<file path="src/rtl/mem_port_arbiter.sv">
// -----------------------------------------------------------------------------
// mem_port_arbiter
//
// Shares a single external memory bus between NUM_PORTS requesters
// (instruction cache, data cache, DMA, ...). One transaction is in flight at a
// time. The winner is chosen either by fixed priority (lowest index) or by
// round-robin. A per-transaction timeout turns a stuck memory access into an
// error response.
//
// Every output is registered, so no input reaches an output combinationally.
//
// Parameters:
//   WORD_SIZE  data width of every port and of the external bus
//   NUM_PORTS  number of requesters, 2..8
//   ARB_MODE   0 = fixed priority (lowest index wins), 1 = round-robin
//   TIMEOUT    max BUSY cycles before an error response, 0 disables it
//
// Ports:
//   clk            clock, every state update happens on the rising edge
//   rst            asynchronous reset, active low
//   req            per-port request level, held by the requester until ack
//   req_we         per-port direction, 1 = write, 0 = read
//   req_addr       per-port 32-bit address, port i at [32*i +: 32]
//   req_wdata      per-port write data, port i at [WORD_SIZE*i +: WORD_SIZE]
//   req_ack        one-cycle one-hot completion pulse
//   req_err        high together with req_ack when the access timed out
//   rsp_rdata      read data, valid while req_ack is high
//   grant_id       index of the port being served
//   busy           high while a transaction is in progress or completing
//   mem_addr       external address
//   en_ext_mem_re  external read enable
//   en_ext_mem_wr  external write enable
//   data_in        write data driven to external memory
//   data_out       read data returned by external memory
//   mem_ready      external completion, only looked at while BUSY
// -----------------------------------------------------------------------------
module mem_port_arbiter #(
  parameter int WORD_SIZE = 32,
  parameter int NUM_PORTS = 2,
  parameter int ARB_MODE  = 0,
  parameter int TIMEOUT   = 64,
  localparam int ID_W     = $clog2(NUM_PORTS)
) (
  input  logic                           clk,
  input  logic                           rst,
  input  logic [NUM_PORTS-1:0]           req,
  input  logic [NUM_PORTS-1:0]           req_we,
  input  logic [32*NUM_PORTS-1:0]        req_addr,
  input  logic [WORD_SIZE*NUM_PORTS-1:0] req_wdata,
  output logic [NUM_PORTS-1:0]           req_ack,
  output logic                           req_err,
  output logic [WORD_SIZE-1:0]           rsp_rdata,
  output logic [ID_W-1:0]                grant_id,
  output logic                           busy,
  output logic [31:0]                    mem_addr,
  output logic                           en_ext_mem_re,
  output logic                           en_ext_mem_wr,
  output logic [WORD_SIZE-1:0]           data_in,
  input  logic [WORD_SIZE-1:0]           data_out,
  input  logic                           mem_ready
);

  // The counter only has to reach TIMEOUT-1; with the timeout disabled it
  // simply wraps and is never compared.
  localparam int CNT_W = (TIMEOUT > 1) ? $clog2(TIMEOUT) : 1;
  localparam logic [CNT_W-1:0] CNT_LAST = CNT_W'(TIMEOUT - 1);
  localparam logic [NUM_PORTS-1:0] ONE_HOT0 = NUM_PORTS'(1);

  typedef enum logic [1:0] {
    IDLE = 2'd0,
    BUSY = 2'd1,
    DONE = 2'd2
  } state_t;

  state_t           state;
  logic [CNT_W-1:0] cnt;
  logic [ID_W-1:0]  rr_ptr;
  logic [ID_W-1:0]  winner;
  logic             found;
  int               idx;

  // Winner selection. Both searches walk from the lowest-priority candidate
  // to the highest so that the last hit (highest priority) is kept.
  always_comb begin
    found  = 1'b0;
    winner = '0;
    idx    = 0;
    if (ARB_MODE == 0) begin
      for (int i = NUM_PORTS - 1; i >= 0; i--) begin
        if (req[ID_W'(i)]) begin
          found  = 1'b1;
          winner = ID_W'(i);
        end
      end
    end else begin
      // Round-robin: the port right after the last winner is searched first.
      for (int k = NUM_PORTS; k >= 1; k--) begin
        idx = (int'(rr_ptr) + k) % NUM_PORTS;
        if (req[ID_W'(idx)]) begin
          found  = 1'b1;
          winner = ID_W'(idx);
        end
      end
    end
  end

  // Transaction FSM. The winner's payload is copied straight into the bus
  // output registers at grant, so later payload changes cannot leak through.
  always_ff @(posedge clk or negedge rst) begin
    if (!rst) begin
      state         <= IDLE;
      cnt           <= '0;
      rr_ptr        <= ID_W'(NUM_PORTS - 1);
      req_ack       <= '0;
      req_err       <= 1'b0;
      rsp_rdata     <= '0;
      grant_id      <= '0;
      busy          <= 1'b0;
      mem_addr      <= '0;
      en_ext_mem_re <= 1'b0;
      en_ext_mem_wr <= 1'b0;
      data_in       <= '0;
    end else begin
      case (state)
        IDLE: begin
          req_ack <= '0;
          if (found) begin
            grant_id      <= winner;
            mem_addr      <= req_addr[32*winner +: 32];
            en_ext_mem_re <= ~req_we[winner];
            en_ext_mem_wr <= req_we[winner];
            data_in       <= req_we[winner] ? req_wdata[WORD_SIZE*winner +: WORD_SIZE]
                                            : '0;
            busy          <= 1'b1;
            cnt           <= '0;
            if (ARB_MODE != 0) begin
              rr_ptr <= winner;
            end
            state <= BUSY;
          end
        end

        BUSY: begin
          cnt <= cnt + 1'b1;
          // mem_ready is tested first so it beats a coincident timeout.
          if (mem_ready || (TIMEOUT != 0 && cnt == CNT_LAST)) begin
            rsp_rdata     <= (mem_ready && !en_ext_mem_wr) ? data_out : '0;
            req_err       <= ~mem_ready;
            req_ack       <= ONE_HOT0 << grant_id;
            mem_addr      <= '0;
            en_ext_mem_re <= 1'b0;
            en_ext_mem_wr <= 1'b0;
            data_in       <= '0;
            state         <= DONE;
          end
        end

        DONE: begin
          req_ack   <= '0;
          req_err   <= 1'b0;
          rsp_rdata <= '0;
          busy      <= 1'b0;
          cnt       <= '0;
          state     <= IDLE;
        end

        default: begin
          state <= IDLE;
        end
      endcase
    end
  end

endmodule

</file>
<file path="config.mk">
export PLATFORM = sky130hd
export DESIGN_NAME = mem_port_arbiter
export DESIGN_NICKNAME = d
export VERILOG_FILES = /design/src/rtl/mem_port_arbiter.sv
export SDC_FILE = /design/constraint.sdc
export NUM_CORES = 1
export LEC_CHECK = 0
export BUFFER_PORTS_ARGS = -buffer_cell sky130_fd_sc_hd__buf_2
export CORE_UTILIZATION = 35
export CTS_BUF_LIST = sky130_fd_sc_hd__clkbuf_4
export DETAILED_ROUTE_END_ITERATION = 10
export PLACE_DENSITY = 0.66
export SYNTH_ARGS = -nofsm -noshare
export SYNTH_HDL_FRONTEND = slang
export SYNTH_SLANG_ARGS = --single-unit
</file>
<file path="constraint.sdc">
create_clock -name clk -period 2.3 [get_ports clk]
set_clock_uncertainty 0.15 [all_clocks]
set_input_delay 0.46 -clock clk [delete_from_list [all_inputs] [get_ports clk]]
set_output_delay 0.46 -clock clk [all_outputs]
set_load 0.03 [all_outputs]
</file>
# Word-level counts from Yosys, hierarchy flattened
# Index checks and enable logic that the tools add are counted.
classes:
  addsub: 1
  n_lt_le_gt_ge: 1
  n_eq_ne: 5
  shifts: 3
  n_mux: 29
  bitwise: 2
  n_reduce_logical: 17
ops:
  columns: ["op", "n"]
  rows:
  - ["2-to-1 mux 32 bit", 6]
  - ["case mux 32 bit (2 select lines)", 3]
  - ["indexed part select 64 x 7 -> 32 bit", 2]
  - ["case mux 6 bit (3 select lines)", 1]
  - ["AND reduction 2 bit", 6]
  - ["2-to-1 mux 1 bit", 9]
  - ["case mux 1 bit (2 select lines)", 4]
  - ["case mux 2 bit (2 select lines)", 2]
  - ["nonzero test 2 bit", 4]
  - ["adder 6 x 1 -> 6 bit (second input constant)", 1]
  - ["== test 6 bit (second input constant)", 1]
  - ["2-to-1 mux 2 bit", 3]
  - ["2-to-1 mux 6 bit", 1]
  - ["!= test 2 bit (second input constant)", 2]
  - ["AND reduction 3 bit", 1]
  - ["nonzero test 3 bit", 1]
  - ["== test 2 x 1 -> 1 bit (second input constant)", 1]
  - ["== test 2 bit (second input constant)", 1]
  - ["zero test 2 bit", 1]
  - ["< comparator 1 x 2 -> 1 bit (second input constant)", 1]
  - ["inverter 1 bit", 2]
  - ["OR reduction 2 bit", 1]
  - ["<< shifter 1 x 1 -> 2 bit (first input constant)", 1]
  - ["logical AND 1 bit", 1]
  - ["other kinds (2)", 2]
totals:
  reg_bits: 111
  in_bits: 167
  elab_cells: 69

# Logic depth before layout (Yosys ltp)
depth:
  word_depth: 6
  mapped_depth: 6

# Least setup slack after synthesis
# Ideal clock, no wire load.
synth_path:
  path_kind: "register -> register"
  start: "reg en_ext_mem_wr"
  end: "reg rsp_rdata[12]"
  setup_ns: 0.132
  arrival_ns: 1.282
  t_required_ns: 2.018
  path_slack_ns: 0.736
  stages_incl_launch_ff: 6
  path_buffers: 2
  period_less_slack_ns: 1.564
  path_cell_list: "dfrtp_1 -> and4bb_1 -> clkbuf_2 -> buf_6 -> a22oi_1 -> o21ai_0"
synth_via:
  elab_chain_len: 5
synth_lines:
  columns: ["element", "line_no", "text"]
  rows:
  - ["from (decl)", "57", "output logic en_ext_mem_wr,"]
  - ["from (signal assigned)", "131", "en_ext_mem_wr <= req_we[winner];"]
  - ["zero test 1 bit", "147", "rsp_rdata <= (mem_ready && !en_ext_mem_wr) ? data_out : '0;"]
  - ["logical AND 1 bit", "147", null]
  - ["2-to-1 mux 32 bit", "147", null]
  - ["2-to-1 mux 32 bit", "146", "if (mem_ready || (TIMEOUT != 0 && cnt == CNT_LAST)) begin"]
  - ["case mux 32 bit (2 select lines)", "124", "case (state)"]
  - ["to (signal assigned)", "147", null]
  - ["to (decl)", "52", "output logic [WORD_SIZE-1:0] rsp_rdata,"]
# Every way passes these cells. The select of a mux whose other input is x is not followed.
# A chain may end at the register's enable or synchronous reset.

# Final worst setup path
layout_path:
  start: "reg en_ext_mem_wr"
  end: "reg rsp_rdata[11]"
# Same word-level chain as after synthesis.

==> out/results.ini <==
[min_path]
hold_path_startpoint=req_addr[31]
hp-class=primary input to flip-flop

[route]
drt_pre_antenna_iters=6
totalWireLength_mm=12.6
first_iter_violations=290
wire_per_inst_um=14.8
route.vias.total=4399
route.detailed.vias_per_inst=5.17
drtAntennaViolNets=0
drc_errors=0

[final_layout]
areaGrowthSynthToFinish_pct=26.5
finish.net_count=837
finalInstanceArea_um2=6150
final.fill_count=1275
regArea_um2=2730
share_of_final_layout_standard_cells_stronger_than_drive_strength_1=0.349
multiInputGateArea_um2=1800

[yosys]
synth_cells=488
synth.top_cells.by_area=sky130_fd_sc_hd__dfrtp_1 (56%), sky130_fd_sc_hd__a22oi_1 (15%), sky130_fd_sc_hd__o21ai_0 (8.7%)
synth_top_area_share=0.561
yosysWarnings=0
synth_flop_cell=sky130_fd_sc_hd__dfrtp_1
synth-edff-count=0
synth.ff_latch_count=109
post-synth-top-count-cell=sky130_fd_sc_hd__dfrtp_1
syn_std_cell_area_um2=4860
synth_top_cells_by_count=sky130_fd_sc_hd__dfrtp_1 (109), sky130_fd_sc_hd__a22oi_1 (96), sky130_fd_sc_hd__o21ai_0 (85), sky130_fd_sc_hd__nand2_1 (68), sky130_fd_sc_hd__inv_1 (33)
post_synth_num_cell_types=38
yosysSeqAreaShare=0.561
ys_async_sr_fraction=1.00
syn_area_per_cell_um2=9.96
synth_top_area_cell=sky130_fd_sc_hd__dfrtp_1

[worst_setup_path]
worst_ep_arrival_time_ns=2.29
timing.critical_path.from_type=flip-flop
timing.rr.start=en_ext_mem_wr
timing.critical_path.from=en_ext_mem_wr
worst-endpoint-required_ns=2.54
timing.critical_path.to_type=flip-flop
worstPathMaxFanout=32
critical_path_class=flip-flop to flip-flop

[global_routing]
antenna_found_initial=1
globalRoute.totalOverflow=0
grtUsageTotal=0.178
grt_pass1_vias=4254
wire_length_of_the_first_global_routing_pass_mm=20.4
largest_net_degree_at_the_start_of_global_routing=68

[pwr]
power.static_leakage_nw=3.01
worst_ir_drop_vdd_uv=381
power_density_nw_per_um2=1100

[clocking]
clock_slew_at_reported_path_ffs_ns=0.18
clock_tree.buffer_depth=2
root_buffer=sky130_fd_sc_hd__clkbuf_4
numClockSinks=109
insertion_delay_ns=0.47
cts_post_setup_buffers_inserted=0
numCtsBuffers=9
cts.htree.levels=3
cts_tree=yes

[floorplan]
design.die.area_um2=14400
io_pins=270
chipWidth_um=120
core.rowCount=42
initial_utilization=0.363
dieHeight_um=120
core-area_um2=13400

[sta]
hold_slack_ns=0.0489
setup_viol=0
totalNegativeSetupSlack_ns=0
final-hold-violation-count=0
timing_worst_slew_pin_value_ns=1.12
finalWorstPathRequiredPeriod_ns=2.05
report.final.slew_viol_count=0
relSlewSlack=0.252
setup_repair_after_global_routing_missed_its_margin=no
max_freq_mhz=487
fin_crit_sh=0.892

[place]
place_hpwl_mm=8.33
post_dp_cell_area_um2=6000
finalWeightedCongestion=0.749
buffer_ports.inserted=200

[run]
cap_viol_max_count=0

[status]
status=completed

-- report_power, final --
| group | total, W | internal [W] | switching, W |
|---|---|---|---|
| registers | 0.00289 | 0.00247 | 0.000422 |
| logic | 0.00286 | 0.000867 | 0.00200 |
| clock network | 0.000994 | 0.000336 | 0.000658 |
-- registers in the layout, indices dropped and copies added (netlist names) --
name	flops
busy	1
cnt	6
data_in	32
en_ext_mem_re	1
en_ext_mem_wr	1
mem_addr	32
req_ack	1
req_err	1
rsp_rdata	32
state	2
-- cell usage in the layout, fill, tap and decap left out, types with 2 or more instances in the layout --
master / instances
sky130_fd_sc_hd__a21oi_1: 3
sky130_fd_sc_hd__nand2_1: 68
sky130_fd_sc_hd__conb_1: 2
sky130_fd_sc_hd__inv_1: 33
sky130_fd_sc_hd__buf_4: 9
sky130_fd_sc_hd__nand4b_1: 2
sky130_fd_sc_hd__o21ai_1: 13
sky130_fd_sc_hd__and2_1: 5
sky130_fd_sc_hd__o31ai_1: 2
sky130_fd_sc_hd__a22oi_1: 96
sky130_fd_sc_hd__clkbuf_4: 9
sky130_fd_sc_hd__o21ai_0: 85
sky130_fd_sc_hd__clkinvlp_4: 2
sky130_fd_sc_hd__buf_12: 3
sky130_fd_sc_hd__a21o_1: 2
sky130_fd_sc_hd__inv_6: 2
sky130_fd_sc_hd__clkinv_2: 2
sky130_fd_sc_hd__dfrtp_1: 108
sky130_fd_sc_hd__buf_2: 199
sky130_fd_sc_hd__nand2b_1: 2
sky130_fd_sc_hd__xnor2_1: 4
-- layer usage --
metal	GRT usage	up-vias	wire length, um
met1	0.225	2128	5520
li1	-	2088	-
met4	0.0695	0	195
met2	0.294	170	6000
met3	0.0437	13	876
met5	0	-	0
-- worst max-delay path, stage by stage (launching register included) --
cell	delay (ns)
sky130_fd_sc_hd__dfrtp_1	0.44
sky130_fd_sc_hd__and4bb_1	1.04
sky130_fd_sc_hd__a22oi_1	0.20
sky130_fd_sc_hd__o21ai_0	0.13
-- path summary, 6_finish.rpt --
check | slack (ns) | depth (start not counted) | endpoint
worst max register to register | 0.25 | 3 | rsp_rdata[11]
worst max-delay path | 0.25 | 3 | rsp_rdata[11]
worst min-delay path | 0.05 | 3 | mem_addr[31]
max in group asynchronous | 1.08 | 3 | mem_addr[26]
worst min register to register | 0.35 | 1 | busy
min in group asynchronous | 0.20 | 2 | data_in[7]
-- area by class of cell --
| class | instances | area share |
|---|---|---|
| Tap cell | 176 | 0.0358 |
| Clock inverter | 7 | 0.0118 |
| Multi-Input combinational cell | 304 | 0.293 |
| Antenna cell | 1 | 0.000407 |
| Inverter | 33 | 0.0201 |
| Sequential cell | 109 | 0.444 |
| Timing Repair Buffer | 212 | 0.184 |
| Clock buffer | 9 | 0.0110 |
-- stage by stage --
stage | instances | worst slack (ns) | power [W] | utilization
after floorplan | 489 | 0.736 | 0.00487 | -
after global placement | 833 | 0.160 | 0.00573 | 0.448
after detailed placement | 833 | 0.125 | 0.00582 | 0.448
after CTS | 850 | 0.239 | 0.00682 | 0.459
after global routing | 851 | 0.0683 | 0.00719 | 0.459
final | 851 | 0.248 | 0.00675 | 0.459
-- logic make-up (layout without fill, tap and decap cells) --
kind of cell | after synthesis | count (layout) | share of synthesized area
compound gates | 206 | 206 | 0.267
fa+ha+maj | 1 | 1 | 0.00257
flops | 109 | 109 | 0.561
mux | 1 | 1 | 0.00206
buf+inv | 76 | 261 | 0.0739
xor+xnor | 5 | 5 | 0.00901
simple gates | 89 | 89 | 0.0834
other cells | 1 | 3 | 0.000771
-- what timing repair did --
item | in CTS | in global routing
gates resized for setup | 0 | 0
endpoints found under the hold margin | 109 | 0
hold buffers | 1 | 0
Note: power is estimated with default switching activity, not from simulation.
